File: config.mk
export PLATFORM = sky130hd
export DESIGN_NAME = systolic_feed_ctrl
export DESIGN_NICKNAME = d
export VERILOG_FILES = /design/src/rtl/systolic_feed_ctrl_pkg.sv /design/src/rtl/feed_phase_cnt.sv /design/src/rtl/systolic_feed_ctrl.sv
export SDC_FILE = /design/constraint.sdc
export NUM_CORES = 1
export LEC_CHECK = 0
export ABC_AREA = 1
export CAP_MARGIN = 25
export CELL_PAD_IN_SITES_DETAIL_PLACEMENT = 1
export CELL_PAD_IN_SITES_GLOBAL_PLACEMENT = 1
export CORE_MARGIN = 3
export CORE_UTILIZATION = 40
export DETAILED_ROUTE_END_ITERATION = 10
export PLACE_DENSITY = 0.88
export SETUP_SLACK_MARGIN = 0.1
export SYNTH_ARGS = -nofsm -noshare
export SYNTH_HDL_FRONTEND = slang
export SYNTH_HIERARCHICAL = 1
export SYNTH_SLANG_ARGS = --single-unit
export TNS_END_PERCENT = 20
File: constraint.sdc
create_clock -name clk -period 3.55 [get_ports clk]
set_clock_uncertainty 0.05 [all_clocks]
set_input_delay 0.5325 -clock clk [delete_from_list [all_inputs] [get_ports clk]]
set_output_delay 0.5325 -clock clk [all_outputs]
set_load 0.02 [all_outputs]
File: src/rtl/systolic_feed_ctrl_pkg.sv
// rtl/systolic_feed_ctrl_pkg.sv - shared array config (ARRAYWIDTH/DATASIZE), feed states, phase counter widths
`ifndef ARRAYWIDTH
`define ARRAYWIDTH 4
`endif
`ifndef DATASIZE
`define DATASIZE 16
`endif

package systolic_feed_ctrl_pkg;

  localparam int ARRAY_W     = `ARRAYWIDTH;
  localparam int PHASE_CNT_W = $clog2(2 * ARRAY_W);

  typedef enum logic [2:0] {
    ST_IDLE   = 3'd0,
    ST_CLR    = 3'd1,
    ST_LOAD   = 3'd2,
    ST_FEED   = 3'd3,
    ST_DRAIN  = 3'd4,
    ST_RESULT = 3'd5
  } feed_state_t;

  // Phase lengths are loaded as length-1 so the zero flag marks the last cycle.
  localparam logic [PHASE_CNT_W-1:0] LOAD_LEN_M1  = PHASE_CNT_W'(ARRAY_W - 1);
  localparam logic [PHASE_CNT_W-1:0] FEED_LEN_M1  = PHASE_CNT_W'(2 * ARRAY_W - 2);
  localparam logic [PHASE_CNT_W-1:0] DRAIN_LEN_M1 = PHASE_CNT_W'(ARRAY_W - 1);

endpackage

File: src/rtl/feed_phase_cnt.sv
// rtl/feed_phase_cnt.sv - loadable down-counter with enable and zero flag for feed phase lengths
module feed_phase_cnt #(
  parameter int CNT_W = 3
) (
  input  logic             clk,
  input  logic             rst,
  input  logic             load,
  input  logic [CNT_W-1:0] load_val,
  input  logic             en,
  output logic [CNT_W-1:0] cnt,
  output logic             zero
);

  always_ff @(posedge clk or negedge rst) begin
    if (!rst) begin
      cnt <= '0;
    end else if (load) begin
      cnt <= load_val;
    end else if (en && (cnt != '0)) begin
      cnt <= cnt - CNT_W'(1);
    end
  end

  assign zero = (cnt == '0);

endmodule

File: src/rtl/systolic_feed_ctrl.sv
// rtl/systolic_feed_ctrl.sv - tile feed sequencer for the systolic array row shifters
// Optional FEED_CTRL_PERF_EN adds the perf_stall LOAD-stall counter output.
module systolic_feed_ctrl
  import systolic_feed_ctrl_pkg::*;
#(
  parameter int ADDR_W = 16,
  parameter int TILE_W = 8
) (
  input  logic              clk,
  input  logic              rst,
  input  logic              start,
  input  logic [TILE_W-1:0] tile_count,
  input  logic [ADDR_W-1:0] base_addr,
  input  logic              src_valid,
  input  logic              abort,
  output logic [ADDR_W-1:0] src_addr,
  output logic              src_rd,
  output logic              load_en,
  output logic              out_en,
  output logic              acc_clr,
  output logic              result_valid,
  output logic              busy,
`ifdef FEED_CTRL_PERF_EN
  output logic [31:0]       perf_stall,
`endif
  output logic              done
);

  feed_state_t             state;
  feed_state_t             nxt;
  logic                    done_nxt;
  logic                    start_acc;
  logic [TILE_W-1:0]       tiles_left;
  logic                    cnt_load;
  logic                    cnt_en;
  logic                    cnt_zero;
  logic [PHASE_CNT_W-1:0]  cnt_val;
  logic [PHASE_CNT_W-1:0]  cnt;

  assign start_acc = (state == ST_IDLE) && start && (tile_count != '0);
  // Loading depends on the live src_valid, so this strobe cannot be registered.
  assign load_en   = (state == ST_LOAD) && src_valid;

  always_comb begin
    nxt      = state;
    done_nxt = 1'b0;
    case (state)
      ST_IDLE: begin
        if (start) begin
          if (tile_count != '0) nxt = ST_CLR;
          else                  done_nxt = 1'b1;
        end
      end
      ST_CLR:    nxt = ST_LOAD;
      ST_LOAD:   if (src_valid && cnt_zero) nxt = ST_FEED;
      ST_FEED:   if (cnt_zero) nxt = ST_DRAIN;
      ST_DRAIN:  if (cnt_zero) nxt = ST_RESULT;
      ST_RESULT: nxt = (tiles_left > TILE_W'(1)) ? ST_CLR : ST_IDLE;
      default:   nxt = ST_IDLE;
    endcase
    if (abort && (state != ST_IDLE)) nxt = ST_IDLE;
    if ((nxt == ST_RESULT) && (tiles_left == TILE_W'(1))) done_nxt = 1'b1;
  end

  always_comb begin
    cnt_load = 1'b0;
    cnt_val  = DRAIN_LEN_M1;
    case (state)
      ST_CLR: begin
        cnt_load = 1'b1;
        cnt_val  = LOAD_LEN_M1;
      end
      ST_LOAD: begin
        cnt_load = src_valid && cnt_zero;
        cnt_val  = FEED_LEN_M1;
      end
      ST_FEED: begin
        cnt_load = cnt_zero;
        cnt_val  = DRAIN_LEN_M1;
      end
      default: begin
        cnt_load = 1'b0;
        cnt_val  = DRAIN_LEN_M1;
      end
    endcase
  end

  assign cnt_en = load_en || (state == ST_FEED) || (state == ST_DRAIN);

  feed_phase_cnt #(
    .CNT_W (PHASE_CNT_W)
  ) u_phase_cnt (
    .clk      (clk),
    .rst      (rst),
    .load     (cnt_load),
    .load_val (cnt_val),
    .en       (cnt_en),
    .cnt      (cnt),
    .zero     (cnt_zero)
  );

  // Strobes are registered from the next state so they line up with the state they describe.
  always_ff @(posedge clk or negedge rst) begin
    if (!rst) begin
      state        <= ST_IDLE;
      tiles_left   <= '0;
      src_addr     <= '0;
      src_rd       <= 1'b0;
      out_en       <= 1'b0;
      acc_clr      <= 1'b0;
      result_valid <= 1'b0;
      busy         <= 1'b0;
      done         <= 1'b0;
    end else begin
      state        <= nxt;
      src_rd       <= (nxt == ST_LOAD);
      out_en       <= (nxt == ST_FEED);
      acc_clr      <= (nxt == ST_CLR);
      result_valid <= (nxt == ST_RESULT);
      busy         <= (nxt != ST_IDLE);
      done         <= done_nxt;
      if (start_acc) begin
        tiles_left <= tile_count;
        src_addr   <= base_addr;
      end else begin
        if (load_en) src_addr <= src_addr + ADDR_W'(1);
        if (state == ST_RESULT) tiles_left <= tiles_left - TILE_W'(1);
      end
    end
  end

`ifdef FEED_CTRL_PERF_EN
  always_ff @(posedge clk or negedge rst) begin
    if (!rst) begin
      perf_stall <= '0;
    end else if (start_acc) begin
      perf_stall <= '0;
    end else if ((state == ST_LOAD) && !src_valid && (perf_stall != '1)) begin
      perf_stall <= perf_stall + 32'd1;
    end
  end
`endif

  logic unused_cnt;
  assign unused_cnt = ^cnt;

endmodule

==> impl_metrics.tcl, run 1 <==
set metrics [dict create \
    cts_resized 0 \
    synth_seq_area_share 0.3731 \
    max-cap-violations 0 \
    ir_drop_mv 0.3595 \
    cts_setup_buffers 0 \
    setup_tns_ps 0 \
    grt_pass1_vias 2434 \
    synth_ff_type "dfrtp_1" \
    grt_usage 0.2056 \
    overflow 0 \
    yosysTopAreaCell "dfrtp_1" \
    netlist_area_mm2 0.002415 \
    numCtsBuffers 5 \
    io_buffers 51 \
    vias_per_cell 5.223 \
    total_power_mw 2.505 \
    clk_pin_slew_ps 80 \
    clk_latency_ps 300 \
    async_flop_share 1.000 \
    holdBufCountCts 0 \
    worstPathRequired_ps 2970 \
    critical_path_class "flip-flop to output port" \
    cts_tree "yes" \
    post-route-min-period_ps 2463 \
    synth_area_leaders "dfrtp_1 (37%), nand2_1 (15%), inv_1 (5.8%)" \
    hold_violations 0 \
    vias 2319 \
    ys_warn_count 6 \
    synth_top_area_frac 0.3731 \
    met2_usage 0.3608 \
    core_mm2 0.005675 \
    synth_top_cells_by_count "nand2_1 (97), inv_1 (37), dfrtp_1 (36)" \
    syn_nets 353 \
    synth_cell_type_count 43 \
    clock.fmax_mhz 406.1 \
    clock_sink_count 36 \
    cp_max_fo 7 \
    grt_max_degree 37 \
    status "completed" \
    dpl.hpwl_mm 5.169 \
    h-tree-depth 2 \
    core.rowCount 27 \
    power-per-cell-area_mw_per_mm2 820.2 \
    drive_above_1_share 0.1183 \
    die-height_um 83.70 \
    place_congestion 0.8073 \
    grtUsageMet1 0.2600 \
    synth.most_common_cell "nand2_1" \
    ant_nets 0 \
    dr.pass1.iters 4 \
    end_kind "output port" \
    drt_first_iter_violations 101 \
    synth_seq_cells 36 \
    start_util 0.4255 \
    cp_slowest_cell "clkdlybuf4s50_1" \
    path_buf_inv 3 \
    cts.path.max_buffers 2 \
    hold_class "input port to asynchronous set/reset pin" \
    worstPathArrival_ps 1880 \
    rsz0062_at_grt "false" \
    diodes 0 \
    clockRootBuffer "clkbuf_8" \
    synth-edff-count 0 \
    busiest_layer "met2" \
    dieArea_mm2 0.007006 \
    syn_area_per_cell_um2 7.570 \
    crit_family "buffers and inverters" \
    setup_viol 0 \
    fin_crit_sh 0.6937 \
    slew_violations 0 \
    slowest_delay_ps 600 \
    nets 406 \
    drc 0 \
    area_growth_pct 26.48 \
    die_w_um 83.70 \
    relSlewSlack 0.4189 \
    grt_first_pass_wirelength_mm 11.73 \
    cp-start-kind "flip-flop" \
    worstPathCellList "inv_2, nand2_2, nor2_4, nand2_4, inv_4, clkdlybuf4s50_1" \
    syn_inst 319 \
    wl_per_cell_um 15.49 \
    io_pins 52 \
    grt_use_met3 0.03653 \
    worstMarginPinSlew_ps 871.7 \
    p_leak_nw 1.446 \
    wirelength_mm 6.877 \
    antenna_found_initial 0 \
]
[state kept, by name, indices dropped and copies added (netlist names)]
name             count
acc_clr              1
busy                 1
done                 1
out_en               1
result_valid         1
src_addr            16
src_rd               1
state                3
tiles_left           8
u_phase_cnt/cnt      3
[path summary, 6_finish.rpt]
path	from	endpoint	slack [ps]	depth (start not counted)
setup / recovery	state[2]	load_en	1090	6
hold reg to reg	tiles_left[1]	tiles_left[1]	490	2
hold / removal	rst	tiles_left[5]	300	1
max in group asynchronous	rst	src_addr[0]	2610	1
min in group clk	tiles_left[1]	tiles_left[1]	490	2
setup reg to reg	u_phase_cnt/cnt[0]	u_phase_cnt/cnt[1]	1300	11
[placed cells by master (no fill, tap or decap), types with 2 or more instances in the layout]
cell and instances:
nand2_1 97, clkdlybuf4s50_1 50, inv_1 37, dfrtp_1 36
nor2_1 28, nand3_1 23, o21ai_0 13, nand4_1 7
nand3_2 7, clkbuf_8 7, xor2_1 6, nor3_1 5
o211ai_2 5, ha_1 5, inv_2 4, o211ai_1 4
nor2_4 3, nor2_2 3, a21oi_1 3, o21ai_1 3
nand2_2 2, nor3_2 2, nand2_4 2
[per-layer routing]
| metal | wire (um) | vias to the layer above |
|---|---|---|
| met3 | 214 | 12 |
| li1 | - | 1133 |
| met5 | 0 | - |
| met2 | 3518 | 45 |
| met1 | 3059 | 1129 |
| met4 | 84 | 0 |
[worst reg2reg max path: stages, from the launching register on]
cell	delay (ps)
dfrtp_1	390
inv_1	70
ha_1	160
ha_1	260
inv_1	90
nor3_1	290
a211oi_1	90
nor2_1	420
inv_2	130
nand2_2	120
nand2_1	60
nand2_1	60
[report_power, final]
group / total (mW) / switching (mW) / internal [mW]
Sequential: 0.806 / 0.217 / 0.589
Clock: 0.328 / 0.155 / 0.173
Combinational: 1.37 / 0.834 / 0.537
[cells by family (layout without fill, tap and decap cells)]
logic type	Yosys count	in the layout	share of synthesized area
and+or+nand+nor	188	188	0.3855
xor gates and xnor gates	6	6	0.02176
adders and majority gates	5	5	0.02591
other	1	1	0.001553
AOI/OAI and AO/OA	34	34	0.09896
DFF	36	36	0.3731
buffers and inverters	49	102	0.09326
[per-stage QoR]
step / worst slack (ps) / utilization / cell area, um^2 / hold slack, ps / std cells
3_5_place_dp: 973.7 / 0.5212 / 2958 / 469.9 / 437
2_1_floorplan: 1753 / - / 2415 / 186.9 / 319
6_report: 1087 / 0.5381 / 3054 / 295.8 / 444
4_1_cts: 1068 / 0.5381 / 3054 / 324.4 / 444
3_3_place_gp: 1085 / 0.5212 / 2958 / 449.1 / 437
5_1_grt: 981.8 / 0.5381 / 3054 / 359.9 / 444
[area by class of cell]
| type | instances | area (um^2) |
|---|---|---|
| Inverter | 44 | 172.7 |
| Multi-Input combinational cell | 234 | 1289 |
| Fill cell | 724 | 2621 |
| Timing Repair Buffer | 51 | 505.5 |
| Tap cell | 72 | 90.09 |
| Sequential cell | 36 | 900.9 |
| Clock buffer | 7 | 96.34 |
Note: power is estimated with default switching activity, not from simulation.
==> run 2: changes to the inputs <==
--- a/config.mk
+++ b/config.mk
@@ -10,9 +10,9 @@
 export CELL_PAD_IN_SITES_DETAIL_PLACEMENT = 1
 export CELL_PAD_IN_SITES_GLOBAL_PLACEMENT = 1
 export CORE_MARGIN = 3
-export CORE_UTILIZATION = 40
+export CORE_UTILIZATION = 37
 export DETAILED_ROUTE_END_ITERATION = 10
-export PLACE_DENSITY = 0.88
+export PLACE_DENSITY = 0.82
 export SETUP_SLACK_MARGIN = 0.1
 export SYNTH_ARGS = -nofsm -noshare
 export SYNTH_HDL_FRONTEND = slang
==> constraint.sdc (replaced) <==
create_clock -name clk -period 2.35 [get_ports clk]
set_clock_uncertainty 0.05 [all_clocks]
set_input_delay 0.3525 -clock clk [delete_from_list [all_inputs] [get_ports clk]]
set_output_delay 0.3525 -clock clk [all_outputs]
set_load 0.02 [all_outputs]
==> run 2 against run 1 <==
Non-clock buffer count up 4. Sequential cell count unchanged. Die area up 7.5%. Critical path depth unchanged. First-iteration DRC count down 43%. Via count down 0.73%. Register-to-register slack worse by 890 ps. Combinational power up 52%. Count of clock-buffer cells in the layout unchanged. Global-route usage down 1.4 points. Critical path type unchanged. Critical endpoint unchanged. Highest routed layer unchanged.
==> impl_metrics.tcl, run 2 (synthesis results as in run 1) <==
set metrics [dict create \
    h-tree-depth 2 \
    overflow 0 \
    cp-start-kind "flip-flop" \
    clk_pin_slew_ps 70 \
    grt_first_pass_wirelength_mm 11.44 \
    holdWs_ps 107.1 \
    top_register "src_addr" \
    core_mm2 0.006131 \
    nets 410 \
    drive_above_1_share 0.1273 \
    fin_crit_sh 0.8662 \
    worstPathArrival_ps 1630 \
    numCtsBuffers 5 \
    post-route-min-period_ps 2035 \
    max-cap-violations 0 \
    die-height_um 86.79 \
    wl_per_cell_um 14.19 \
    hold_class "input port to asynchronous set/reset pin" \
    wl_met1_mm 2.939 \
    mostFrequentLayoutCell "nand2_1" \
    vias 2302 \
    end_kind "output port" \
    place_ws_ps 171.9 \
    place_congestion 0.8415 \
    worstPathRequired_ps 1950 \
    drc 0 \
    ant_nets 0 \
    wirelength_mm 6.412 \
    io_pins 52 \
    clockRootBuffer "clkbuf_8" \
    layout_common_cells "nand2_1 (97), clkdlybuf4s50_1 (49), inv_1 (37)" \
    crit_family "buffers and inverters" \
    clock_sink_count 36 \
    ir_drop_mv 0.6803 \
    path_buf_inv 3 \
    cts_tree "yes" \
    area_growth_pct 27.46 \
    dr_wl_met2_mm 3.217 \
    holdBufCountCts 0 \
    clk_latency_ps 290 \
    io_buffers 51 \
    top_regs "src_addr: 16 flops, tiles_left: 8 flops" \
    die_w_um 86.79 \
    hold_violations 0 \
    critical_path_class "flip-flop to output port" \
    core.rowCount 28 \
    power-per-cell-area_mw_per_mm2 1211 \
    drt_first_iter_violations 58 \
    grt_max_degree 37 \
    cp_slowest_cell "dfrtp_1" \
    cp_max_fo 7 \
    cts.path.max_buffers 2 \
    dr.pass1.iters 4 \
    dpl.hpwl_mm 5.114 \
    relSlewSlack 0.4335 \
    highest_layer "met4" \
    met3_length_um 191 \
    status "completed" \
    worstPathCellList "inv_2, nand2_2, nor2_4, nand2_4, inv_4, dlygate4sd2_1" \
    slew_violations 0 \
    diodes 0 \
    vias_per_cell 5.093 \
    start_util 0.3939 \
    setup_ws_ps 314.5 \
    setup_tns_ps 0 \
    antenna_found_initial 0 \
    p_leak_nw 1.461 \
    clock.fmax_mhz 491.3 \
    grt_pass1_vias 2431 \
    grt_usage 0.1915 \
    rsz0062_at_grt "false" \
    setup_viol 0 \
    worstMarginPinSlew_ps 849.7 \
    dieArea_mm2 0.007532 \
    slowest_delay_ps 410 \
    largest_reg_flops 16 \
]
## run 2: changes by cell type in the layout (fill, tap and decap cells not counted)
cell,previous run,this run
dlygate4sd2_1,0,1
clkbuf_8,7,5
nor2_2,3,4
nor2_1,28,27
buf_4,0,4
clkbuf_1,0,2
clkinv_4,1,2
clkdlybuf4s50_1,50,49
## run 2: cell type report
type                    instances  area [um^2]
clock buffers                   7        76.32
clock inverters                 1        8.758
fillers                       772         3053
inverters                      44        172.7
multi-input cells             234         1291
flip-flops and latches         36        900.9
well taps                      75        93.84
repair buffers                 55        534.3
## run 2: path summary, 6_finish.rpt
kind                                    startpoint                  to  slack [ps]  cells past startpoint
worst max-delay path                      state[2]             load_en         310                      6
worst min-delay path                           rst       tiles_left[5]         110                      1
worst max register to register  u_phase_cnt/cnt[0]  u_phase_cnt/cnt[0]         410                     11
worst min register to register  u_phase_cnt/cnt[2]  u_phase_cnt/cnt[2]         470                      2
max in group asynchronous                      rst                done        1590                      1
min in group clk                u_phase_cnt/cnt[2]  u_phase_cnt/cnt[2]         470                      2
## run 2: through the flow
| step | total power [mW] | cells | util | area (um^2) |
|---|---|---|---|---|
| floorplan | 2.597 | 319 | - | 2415 |
| global placement | 3.236 | 444 | 0.4880 | 2992 |
| detailed placement | 3.324 | 444 | 0.4880 | 2992 |
| CTS | 3.779 | 452 | 0.5016 | 3075 |
| global route | 4.105 | 452 | 0.5020 | 3078 |
| finish | 3.728 | 452 | 0.5020 | 3078 |
## run 2: timing repair
action	CTS	global route
setup endpoints to repair	1	3
pin swaps	0	0
gates resized for setup	1	1
buffers inserted	0	0
gates cloned	0	0
## run 2: power by group
part | total [mW] | switching (mW) | internal [mW]
registers | 1.21 | 0.321 | 0.890
logic | 2.08 | 1.23 | 0.843
clock network | 0.439 | 0.227 | 0.212
## run 2: per-layer routing
layer,vias up,global-route usage
met4,0,0.04674
met2,35,0.3326
met3,7,0.03327
met1,1123,0.2456
met5,-,0
li1,1137,-
